<file path="src/rtl/mips_pkg.sv">
// Shared MIPS definitions: controller state encoding, ALU operation codes,
// opcode/funct constants and the I-type ALU operation helper.
package mips_pkg;

    typedef enum logic [3:0] {
        FETCH  = 4'd0,
        DECODE = 4'd1,
        MEMADR = 4'd2,
        MEMRD  = 4'd3,
        MEMWB  = 4'd4,
        MEMWR  = 4'd5,
        REXEC  = 4'd6,
        RWB    = 4'd7,
        BREX   = 4'd8,
        IEXEC  = 4'd9,
        IWB    = 4'd10,
        JEX    = 4'd11
    } state_t;

    localparam logic [3:0] ALU_NOP = 4'b0000;
    localparam logic [3:0] ALU_AND = 4'b0001;
    localparam logic [3:0] ALU_XOR = 4'b0010;
    localparam logic [3:0] ALU_OR  = 4'b0011;
    localparam logic [3:0] ALU_ADD = 4'b0101;
    localparam logic [3:0] ALU_SUB = 4'b0110;
    localparam logic [3:0] ALU_SLT = 4'b1000;
    localparam logic [3:0] ALU_SLL = 4'b1010;
    localparam logic [3:0] ALU_SRL = 4'b1011;
    localparam logic [3:0] ALU_LUI = 4'b1100;

    localparam logic [5:0] OP_RTYPE = 6'h00;
    localparam logic [5:0] OP_J     = 6'h02;
    localparam logic [5:0] OP_BEQ   = 6'h04;
    localparam logic [5:0] OP_BNE   = 6'h05;
    localparam logic [5:0] OP_ADDI  = 6'h08;
    localparam logic [5:0] OP_ANDI  = 6'h0C;
    localparam logic [5:0] OP_ORI   = 6'h0D;
    localparam logic [5:0] OP_LUI   = 6'h0F;
    localparam logic [5:0] OP_LW    = 6'h23;
    localparam logic [5:0] OP_SW    = 6'h2B;

    localparam logic [5:0] FN_SLL = 6'h00;
    localparam logic [5:0] FN_SRL = 6'h02;
    localparam logic [5:0] FN_ADD = 6'h20;
    localparam logic [5:0] FN_SUB = 6'h22;
    localparam logic [5:0] FN_AND = 6'h24;
    localparam logic [5:0] FN_OR  = 6'h25;
    localparam logic [5:0] FN_XOR = 6'h26;
    localparam logic [5:0] FN_SLT = 6'h2A;

    function automatic logic [3:0] imm_alu_oper(input logic [5:0] op);
        case (op)
            OP_ANDI: return ALU_AND;
            OP_ORI:  return ALU_OR;
            OP_LUI:  return ALU_LUI;
            default: return ALU_ADD;
        endcase
    endfunction

endpackage

</file>
<file path="src/rtl/mips_alu_dec.sv">
// R-type funct to ALU operation decoder; valid=0 flags an unsupported funct.
module mips_alu_dec
    import mips_pkg::*;
(
    input  logic [5:0] funct,
    output logic [3:0] alu_oper,
    output logic       valid
);

    always_comb begin
        valid = 1'b1;
        case (funct)
            FN_ADD:  alu_oper = ALU_ADD;
            FN_SUB:  alu_oper = ALU_SUB;
            FN_AND:  alu_oper = ALU_AND;
            FN_OR:   alu_oper = ALU_OR;
            FN_XOR:  alu_oper = ALU_XOR;
            FN_SLT:  alu_oper = ALU_SLT;
            FN_SLL:  alu_oper = ALU_SLL;
            FN_SRL:  alu_oper = ALU_SRL;
            default: begin
                alu_oper = ALU_NOP;
                valid    = 1'b0;
            end
        endcase
    end

endmodule

</file>
<file path="src/rtl/mips_mc_ctrl.sv">
// Multi-cycle MIPS control FSM with memory wait timeout.
// Define MIPS_MC_CTRL_BNE_EN to add bne (opcode 0x05) support.
module mips_mc_ctrl
    import mips_pkg::*;
#(
    parameter int MEM_WAIT_MAX = 15
) (
    input  logic       clk,
    input  logic       rst_n,
    input  logic [5:0] opcode,
    input  logic [5:0] funct,
    input  logic       zero,
    input  logic       mem_ready,
    output logic [3:0] alu_oper,
    output logic       alusrca,
    output logic [1:0] alusrcb,
    output logic [1:0] pc_src,
    output logic       pc_en,
    output logic       iord,
    output logic       mem_read,
    output logic       mem_write,
    output logic       ir_write,
    output logic       reg_write,
    output logic       reg_dst,
    output logic       mem_to_reg,
    output logic       mem_err,
    output logic       illegal_op,
    output logic [3:0] state_dbg
);

    localparam int              CW       = (MEM_WAIT_MAX > 1) ? $clog2(MEM_WAIT_MAX) : 1;
    localparam logic [CW-1:0]   CNT_LAST = CW'(MEM_WAIT_MAX - 1);

    state_t        state, state_nx;
    logic [CW-1:0] wait_cnt;
    logic          waiting, timeout;
    logic [3:0]    fn_oper;
    logic          fn_valid;

    mips_alu_dec u_alu_dec (
        .funct    (funct),
        .alu_oper (fn_oper),
        .valid    (fn_valid)
    );

    // A ready in the last allowed wait cycle still counts as a completed access.
    assign waiting   = state inside {FETCH, MEMRD, MEMWR};
    assign timeout   = rst_n && waiting && !mem_ready && (wait_cnt == CNT_LAST);
    assign state_dbg = state;

    always_comb begin
        state_nx = state;
        case (state)
            FETCH:  if (mem_ready) state_nx = DECODE;
            DECODE: begin
                case (opcode)
                    OP_LW, OP_SW:                    state_nx = MEMADR;
                    OP_RTYPE:                        state_nx = REXEC;
                    OP_BEQ:                          state_nx = BREX;
`ifdef MIPS_MC_CTRL_BNE_EN
                    OP_BNE:                          state_nx = BREX;
`endif
                    OP_ADDI, OP_ANDI, OP_ORI, OP_LUI: state_nx = IEXEC;
                    OP_J:                            state_nx = JEX;
                    default:                         state_nx = FETCH;
                endcase
            end
            MEMADR: state_nx = (opcode == OP_LW) ? MEMRD : MEMWR;
            MEMRD:  if (mem_ready) state_nx = MEMWB;
                    else if (timeout) state_nx = FETCH;
            MEMWR:  if (mem_ready || timeout) state_nx = FETCH;
            REXEC:  state_nx = fn_valid ? RWB : FETCH;
            IEXEC:  state_nx = IWB;
            default: state_nx = FETCH;
        endcase
    end

    // NOTE: sequential state uses non-blocking assignments so every flop
    // samples pre-edge values regardless of statement order.
    always_ff @(posedge clk or negedge rst_n) begin
        if (!rst_n) begin
            state    <= FETCH;
            wait_cnt <= '0;
        end else begin
            state <= state_nx;
            if (state_nx != state || timeout || !waiting)
                wait_cnt <= '0;
            else
                wait_cnt <= wait_cnt + 1'b1;
        end
    end

    // NOTE: every output gets a default before the case so no path leaves
    // a signal unassigned, which would infer a latch.
    always_comb begin
        alu_oper   = ALU_NOP;
        alusrca    = 1'b0;
        alusrcb    = 2'b00;
        pc_src     = 2'b00;
        pc_en      = 1'b0;
        iord       = 1'b0;
        mem_read   = 1'b0;
        mem_write  = 1'b0;
        ir_write   = 1'b0;
        reg_write  = 1'b0;
        reg_dst    = 1'b0;
        mem_to_reg = 1'b0;
        mem_err    = 1'b0;
        illegal_op = 1'b0;
        if (timeout) begin
            mem_err = 1'b1;
        end else begin
            case (state)
                FETCH: begin
                    mem_read = 1'b1;
                    alusrcb  = 2'b01;
                    alu_oper = ALU_ADD;
                    ir_write = mem_ready;
                    pc_en    = mem_ready;
                end
                DECODE: begin
                    alusrcb    = 2'b11;
                    alu_oper   = ALU_ADD;
                    illegal_op = (state_nx == FETCH);
                end
                MEMADR: begin
                    alusrca  = 1'b1;
                    alusrcb  = 2'b10;
                    alu_oper = ALU_ADD;
                end
                MEMRD: begin
                    iord     = 1'b1;
                    mem_read = 1'b1;
                end
                MEMWB: begin
                    reg_write  = 1'b1;
                    mem_to_reg = 1'b1;
                end
                MEMWR: begin
                    iord      = 1'b1;
                    mem_write = 1'b1;
                end
                REXEC: begin
                    alu_oper   = fn_oper;
                    illegal_op = !fn_valid;
                end
                RWB: begin
                    reg_write = 1'b1;
                    reg_dst   = 1'b1;
                end
                BREX: begin
                    alu_oper = ALU_SUB;
                    alusrca  = 1'b1;
                    pc_src   = 2'b01;
`ifdef MIPS_MC_CTRL_BNE_EN
                    pc_en    = (opcode == OP_BNE) ? ~zero : zero;
`else
                    pc_en    = zero;
`endif
                end
                IEXEC: begin
                    alusrca  = 1'b1;
                    alusrcb  = 2'b10;
                    alu_oper = imm_alu_oper(opcode);
                end
                IWB:     reg_write = 1'b1;
                JEX: begin
                    pc_src = 2'b10;
                    pc_en  = 1'b1;
                end
                default: ;
            endcase
        end
    end

endmodule

</file>
<file path="config.mk">
export PLATFORM = sky130hd
export DESIGN_NAME = mips_mc_ctrl
export DESIGN_NICKNAME = d
export VERILOG_FILES = /design/src/rtl/mips_pkg.sv /design/src/rtl/mips_alu_dec.sv /design/src/rtl/mips_mc_ctrl.sv
export SDC_FILE = /design/constraint.sdc
export NUM_CORES = 1
export LEC_CHECK = 0
export ABC_AREA = 1
export BUFFER_PORTS_ARGS = -buffer_cell sky130_fd_sc_hd__buf_2
export CELL_PAD_IN_SITES_DETAIL_PLACEMENT = 0
export CELL_PAD_IN_SITES_GLOBAL_PLACEMENT = 1
export CORE_AREA = 2 2 60 62
export CTS_CLUSTER_DIAMETER = 150
export DETAILED_ROUTE_END_ITERATION = 8
export DIE_AREA = 0 0 62 64
export PLACE_DENSITY = 0.82
export SYNTH_ARGS = -nofsm -noshare
export SYNTH_HDL_FRONTEND = slang
export SYNTH_HIERARCHICAL = 1
export SYNTH_SLANG_ARGS = --single-unit
</file>
<file path="constraint.sdc">
create_clock -name clk -period 1.7 [get_ports clk]
set_clock_uncertainty 0.05 [all_clocks]
set_input_delay 0.17 -clock clk [delete_from_list [all_inputs] [get_ports clk]]
set_output_delay 0.17 -clock clk [all_outputs]
set_load 0.02 [all_outputs]
</file>
# After elaboration in Yosys (flattened, before gate mapping)
# Index checks and enable logic that the tools add are counted.
# word_totals
ff_bits,8
input_bits,16
out_inout_bits,23
wordCells,93
# op_classes
add_sub_neg,1
n_eq_ne,28
n_mux,39
reduce_logical,23
# ops
operator,n
6-bit equality test (second input constant),8
4-bit case mux with 8 select lines,1
4-bit case mux with 7 select lines,1
6-bit by 4-bit equality test with 1-bit output (second input constant),4
4-bit 2-to-1 mux,6
4-bit equality test (second input constant),5
1-bit 2-to-1 mux,20
4-bit case mux with 5 select lines,1
4-bit by 3-bit equality test with 1-bit output (second input constant),4
4-bit case mux with 4 select lines,1
6-bit by 2-bit equality test with 1-bit output (second input constant),2
6-bit zero test,2
4-bit case mux with 3 select lines,1
3-bit OR reduction,3
4-bit by 2-bit equality test with 1-bit output (second input constant),2
4-bit zero test,2
2-bit OR reduction,4
8-bit OR reduction,1
6-bit by 3-bit equality test with 1-bit output (second input constant),1
3-bit 2-to-1 mux,2
2-bit case mux with 3 select lines,1
4-bit by 1-bit adder with 4-bit output (second input constant),1
4-bit by 1-bit equality test with 1-bit output (second input constant),1
2-bit 2-to-1 mux,2
9 further kinds,15

# Depth between registers and ports, before layout
# Gate-level depths: netlist of the first run.
# logic_depth
depth_word,12
depth_mapped,13

# By module
# Netlist of the first run, hierarchy kept.
# by_module_without_submodules
mod,n_inst,cells_per_inst,area_per_inst_um2,seq_area_each_um2
mips_mc_ctrl,1,144,875.8,200.2
mips_alu_dec,1,29,145.1,0.0

# Worst setup path after synthesis of the first run
# No wires, ideal clock.
# synth_timing
kind,register to output
startpoint,register state[3] (netlist: state_dbg[3])
endpoint,output alu_oper[1]
arrival_time_ns,1.779
required_time_ns,1.480
slack_ns,-0.299
stages_incl_launch_ff,5
path_buffers,0
path_cell_list,dfrtp_1 -> inv_1 -> nor2_1 -> nand2_1 -> o311ai_0
# synth_between
elab_chain_len,6
word_cells_on_any_way,15
classes_between,7 x eq/ne; 2 x mux; 6 x reduce/logical
# synth_lines
element,line,rtl
"start, declared",mips_mc_ctrl.sv:34,"state_t state, state_nx;"
"start signal, assigned",mips_mc_ctrl.sv:85,state <= state_nx;
branches (longest 5 deep; another with 4-bit by 1-bit equality test with 1-bit output),--,
4-bit 2-to-1 mux *,mips_mc_ctrl.sv:110,if (timeout) begin
"end, declared",mips_mc_ctrl.sv:14,"output logic [3:0] alu_oper,"
# Every way passes the cells marked *.

# Worst setup path after layout of the first run
# layout_timing
startpoint,register state[0] (netlist: state_dbg[0])
endpoint,output illegal_op
# layout_between
elab_chain_len,11
word_cells_on_any_way,20
classes_between,6 x eq/ne; 7 x mux; 7 x reduce/logical
# layout_lines
element,line,rtl
4-bit by 2-bit equality test with 1-bit output (tied with other cells),"mips_mc_ctrl.sv:47, mips_mc_ctrl.sv:53",
3-bit nonzero test,mips_mc_ctrl.sv:47,"assign waiting = state inside {FETCH, MEMRD, MEMWR};"
1-bit logical AND (3 in a row),mips_mc_ctrl.sv:48,assign timeout = rst_n && waiting && !mem_ready && (wait_cnt == CNT_LAST);
4-bit 2-to-1 mux / 1-bit logical OR (equally long branches),"mips_mc_ctrl.sv:70, mips_mc_ctrl.sv:71",
4-bit 2-to-1 mux (on tied branches),"mips_mc_ctrl.sv:69, mips_mc_ctrl.sv:71",
4-bit case mux with 7 select lines,mips_mc_ctrl.sv:53,case (state)
4-bit zero test,mips_mc_ctrl.sv:124,illegal_op = (state_nx == FETCH);
1-bit case mux with 2 select lines,mips_mc_ctrl.sv:113,case (state)
1-bit 2-to-1 mux *,mips_mc_ctrl.sv:110,
"end, declared",mips_mc_ctrl.sv:27,"output logic illegal_op,"
# Every way passes the cells marked *; elsewhere a longest branch is shown, timed or not.

==> results of run 1 <==
-- repair_timing --
action,4_1_cts,5_1_grt
cloned,0,0
hold endpoints to repair,8,0
buffers inserted,4,6
gates resized for setup,32,29
hold buffers,1,0
pin swaps,4,4
setup endpoints to repair,14,15
-- per-stage QoR --
stage                     std cells  worst slack (ns)  total power [mW]  instance area, sq um
after floorplan                 173           0.00660             0.945                  1030
after global placement          269           -0.0766              1.31                  1360
after detailed placement        269           -0.0630              1.30                  1360
after CTS                       277            -0.163              1.63                  1530
after global routing            282            -0.295              1.90                  1660
final                           282            -0.188              1.76                  1660
-- area by class of cell --
cell class | instances | share of cell area
Inverter | 33 | 0.0748
Sequential cell | 8 | 0.124
Timing Repair Buffer | 59 | 0.257
Multi-Input combinational cell | 132 | 0.494
Clock buffer | 4 | 0.0159
Tap cell | 46 | 0.0347
-- metal layers --
layer | vias up | routed length, um | part of all wire
met5 | - | 0 | 0
met4 | 0 | 51 | 0.017
met3 | 6 | 151 | 0.051
met2 | 32 | 1380 | 0.47
met1 | 573 | 1360 | 0.46
li1 | 679 | - | -
-- layout by cell type, fill, tap and decap left out, drive strengths merged --
cell type     n
buf          58
nand2        39
nor2         39
inv          33
nand3        25
dfrtp         8
a21oi         7
nand4         6
o21ai         4
clkbuf        4
nor3          2
ha            2
nand3b        1
o21a          1
xnor2         1
nor4          1
o311ai        1
or2           1
a211o         1
xor2          1
dlygate4sd3   1
-- registers in the layout, indices dropped and copies added, names as in the netlist --
signal,count
wait_cnt,4
state_dbg,4
-- cell families (layout without fill, tap and decap cells) --
| logic type | count (synthesis) | count (layout) | share of synthesized area |
|---|---|---|---|
| flip-flops | 8 | 8 | 0.196 |
| AND/OR/NAND/NOR | 114 | 114 | 0.563 |
| XOR/XNOR | 2 | 2 | 0.0172 |
| adder cells (fa/ha/maj) | 2 | 2 | 0.0245 |
| buffers and inverters | 33 | 96 | 0.121 |
| AO/OA/AOI/OAI | 14 | 14 | 0.0784 |
-- tightest hold or removal path, delay by kind of cell --
| family | cells | cell delay [ns] |
|---|---|---|
| buffers and inverters | 1 | 0.13 |
| AND/OR/NAND/NOR | 2 | 0.20 |
-- power breakdown --
group | switching (mW) | leakage, nW | internal (mW) | total, mW
clock network | 0.0729 | 0.0150 | 0.0901 | 0.163
logic | 0.734 | 0.789 | 0.571 | 1.30
registers | 0.0620 | 0.102 | 0.234 | 0.296
-- worst max-delay path by stage --
stage | startpoint | to | slack (ns) | cells past startpoint
CTS | state_dbg[3]$_DFF_PN0_ | illegal_op | -0.16 | 10
detailed placement | state_dbg[2]$_DFF_PN0_ | alu_oper[0] | -0.06 | 9
finish | state_dbg[0]$_DFF_PN0_ | illegal_op | -0.19 | 10
floorplan | state_dbg[0]$_DFF_PN0_ | alu_oper[2] | 0.007 | 7
global placement | state_dbg[2]$_DFF_PN0_ | alu_oper[0] | -0.08 | 9
global route | state_dbg[0]$_DFF_PN0_ | illegal_op | -0.30 | 10
==> qor.csv, run 1 <==
metric;value;unit
Crit Path Category;reg -> out;
crit-path max cell delay;0.46;ns
M3 GR Usage;0.0304;
Yosys warning count;6;
status;finished, violations left;
number of enable flip-flop cells after synthesis;0;
final estimated routing congestion in global placement;0.877;
Crit Path Max Fanout;5;
CP Buf/Inv Count;2;
LEAKAGE;0.906;nW
filler instances;328;
syn nets;191;
Initial Utilization;0.311;
MaxCap Viol Count;0;
post-layout min period;1.89;ns
setup TNS;-0.838;ns
cts bufs inserted;3;
# setup viols final;8;
Util after Layout;0.504;
pwr dens;1060;nW/um^2
CTS root buffer;clkbuf_4;
CTS max path bufs;2;
grt ovf;0;
Via density;4.57;
average size of a mapped cell;5.90;sq um
Mapped Cells;173;
hold endpoint;state_dbg[2]$_DFF_PN0_;
Remaining DRCs;0;
Die Wd;62;um
H-tree depth reported by CTS;1;
Die H;64;um
worst path setup slack after routing;-0.188;ns
GR Util met1;0.214;
most used cell, CP;nand2_1;
nets;255;
Total GRT Usage;0.158;
CP arrival;1.67;ns
number of port buffers;38;
Fin. Hold Viols;0;
area occupied by multi-input gates;818;sq um
WP data required;1.48;ns
most frequent cell after synthesis;nand2_1;
Max VDD drop;0.617;mV
busiest grt layer;met2;
CP delay by family, top;simple AND/OR/NAND/NOR gates;
Post-Syn Area;1020;sq um
drt first-iter violations;44;
vias in the first global route;1192;
Slew Viols, Final;0;
Layout area overhead;62.3;%
initial antenna violation count;0;
cell taking the most area after synthesis;dfrtp_1;
first-pass GRT wire length;4840;um
worst-margin pin slew;0.336;ns
clk sink count;8;
Min-Delay Path Class;in -> reg;
Skew-Pair Late Insertion Delay;0.27;ns
Yosys reg bits;8;
Hold WS;0.251;ns
share of layout cells above drive strength 1;0.496;
Antenna Nets Post-Route;0;
TritonCTS clock tree;built;
die area;3970;sq um
clk slew on worst S/H paths;0.07;ns
M2 GR Usage;0.243;
Primary FF master, synth;dfrtp_1;
first drt pass iteration count;4;
crit path max-delay cell type;dfrtp_2;
reg2reg start;state_dbg[3]$_DFF_PN0_;
Worst slew margin;0.774;
top cells by count, synth;nand2_1 (31), inv_1 (27), nand3_1 (25), nor2_1 (25), nor2_2 (10);
HP Start;mem_ready;
failing checks;negative setup slack;
Critical R2R Capture;wait_cnt[2]$_DFF_PN0_;
FF/Latch Area;205;sq um
top achievable clock speed;0.530;GHz
flop2flop setup slack;0.11;ns
largest net degree at the start of global routing;9;
row count;21;
post-detail-place hpwl;2320;um
period utilisation layout;1.11;
Seq/Total Area, Yosys;0.196;
RSZ-0062 raised after global routing;yes;
Total Wirelength;2940;um
DR vias;1290;
Synth cell types;25;
element type at the critical path end;output pin;
ys async rst share;1.00;
r2r worst-path depth;9;
I/O pin count;39;
Hold Path Cell Cnt;3;
routed len/inst;10.4;um
number of diodes;0;
kind of start point of the critical path;flip-flop;
Yosys top cell area share;0.196;
core box area;3280;sq um
worst-path cell chain;buf_6 -> nor2_4 -> nand2_2 -> nor2_1 -> nor2_1 -> nand2_1 -> nor2_2 -> nand2_1 -> nand2_1 -> buf_6;
Area contributors post-synth;dfrtp_1 (20%), nand3_1 (12%), nand2_1 (11%);
(Power assumes the default switching activity.)
==> run 2, diff against run 1 <==
==> constraint.sdc (replaced) <==
create_clock -name clk -period 2.1 [get_ports clk]
set_clock_uncertainty 0.05 [all_clocks]
set_input_delay 0.21 -clock clk [delete_from_list [all_inputs] [get_ports clk]]
set_output_delay 0.21 -clock clk [all_outputs]
set_load 0.02 [all_outputs]
==> qor.csv, run 2 (synthesis results as in run 1) <==
metric;value;unit
fin cells;265;
Crit Path Max Fanout;7;
Crit path depth;10;
drt first-iter violations;59;
I/O pin count;39;
CP arrival;1.71;ns
Remaining DRCs;0;
HP Start;mem_ready;
kind of start point of the critical path;flip-flop;
Util after Layout;0.415;
post-detail-place hpwl;2290;um
CP Buf/Inv Count;1;
CTS max path bufs;2;
first drt pass iteration count;4;
routed len/inst;10.3;um
dpl ws;0.222;ns
placed insts;258;
Max VDD drop;0.301;mV
filler instances;363;
# setup viols final;0;
Fin. Hold Viols;0;
status;finished clean;
Die Wd;62;um
hold endpoint;state_dbg[2]$_DFF_PN0_;
Total Wirelength;2730;um
WP data required;1.84;ns
DR vias;1204;
core box area;3280;sq um
vias in the first global route;1089;
worst path setup slack after routing;0.134;ns
Min-Delay Path Class;in -> reg;
first-pass GRT wire length;4570;um
Initial Utilization;0.311;
Hold Path Cell Cnt;3;
number of diodes;0;
Skew-Pair Late Insertion Delay;0.25;ns
period utilisation layout;0.936;
CTS root buffer;clkbuf_4;
crit-path max cell delay;0.44;ns
Via density;4.54;
grt ovf;0;
pwr dens;833;nW/um^2
Antenna Nets Post-Route;0;
clk sink count;8;
Layout area overhead;33.5;%
cts bufs inserted;3;
setup TNS;0;ns
share of layout cells above drive strength 1;0.388;
post-layout min period;1.97;ns
worst-margin pin slew;0.357;ns
crit path max-delay cell type;dfrtp_2;
row count;21;
worst-path cell chain;nor2_4 -> nand2_2 -> nand2_2 -> nor2_4 -> nor2_8 -> nor2_2 -> nor2_2 -> nand2_1 -> nand2_1 -> buf_2;
top achievable clock speed;0.509;GHz
Crit Path Category;reg -> out;
initial antenna violation count;0;
CP delay by family, top;simple AND/OR/NAND/NOR gates;
LEAKAGE;0.806;nW
TritonCTS clock tree;built;
clk slew on worst S/H paths;0.05;ns
Worst slew margin;0.760;
H-tree depth reported by CTS;1;
Total GRT Usage;0.149;
largest net degree at the start of global routing;9;
flop2flop setup slack;0.63;ns
RSZ-0062 raised after global routing;no;
Critical R2R Capture;wait_cnt[2]$_DFF_PN0_;
most common cell after layout, fill and taps aside;buf_2;
final estimated routing congestion in global placement;0.869;
number of port buffers;38;
nets;239;
Slew Viols, Final;0;
MaxCap Viol Count;0;
element type at the critical path end;output pin;
die area;3970;sq um
r2r worst-path depth;7;
most frequent cells in the layout;buf_2 (38), nand2_1 (30), inv_1 (27), nand3_1 (24), nor2_1 (22);
reg2reg start;state_dbg[3]$_DFF_PN0_;
Die H;64;um
run 2: changes by cell type in the layout (fill, tap and decap cells not counted), sizes merged:
cell,previous run,this run
buf,58,42
clkbuf,4,3
run 2: area by class of cell:
class	instances	area, sq um	share of cell area
repair buffers	43	230	0.169
flip-flops and latches	8	205	0.151
inverters	33	124	0.0909
clock buffers	3	22.5	0.0165
multi-input cells	132	723	0.531
well taps	46	57.6	0.0422
run 2: what timing repair did:
action	CTS	global route
gates resized for setup	1	10
pin swaps	0	3
endpoints found under the setup margin	2	3
buffers inserted	0	3
endpoints found under the hold margin	8	0
hold buffers	1	0
gates cloned	0	0
run 2: through the flow:
step,cell area [sq um],power [mW],hold slack [ns]
2_1_floorplan,1020,0.760,-0.136
3_3_place_gp,1280,0.976,0.0806
3_5_place_dp,1280,0.974,0.0837
4_1_cts,1320,1.10,0.270
5_1_grt,1360,1.24,0.297
6_report,1360,1.13,0.276
run 2: worst min-delay path: stages:
cell     delay [ns]
buf_2          0.13
nand4_1        0.09
nand4_1        0.09
run 2: routing by layer:
layer / vias up / track usage / part of all wire
met5: - / 0 / 0
met4: 0 / 0.0399 / 0.0059
met3: 4 / 0.0263 / 0.045
met2: 21 / 0.241 / 0.49
met1: 531 / 0.198 / 0.46
li1: 648 / - / -
run 2: worst max path at each step:
stage	startpoint	to	slack, ns
floorplan	state_dbg[3]$_DFF_PN0_	alu_oper[1]	0.06
global placement	state_dbg[2]$_DFF_PN0_	alu_oper[2]	0.26
detailed placement	state_dbg[2]$_DFF_PN0_	alu_oper[2]	0.22
CTS	state_dbg[2]$_DFF_PN0_	illegal_op	0.04
global route	state_dbg[1]$_DFF_PN0_	illegal_op	0.01
finish	state_dbg[3]$_DFF_PN0_	illegal_op	0.13
run 2: report_power, final:
| part | internal [mW] | switching [mW] |
|---|---|---|
| sequential | 0.190 | 0.0524 |
| clock | 0.0652 | 0.0487 |
| combinational | 0.273 | 0.506 |
| total | 0.527 | 0.607 |
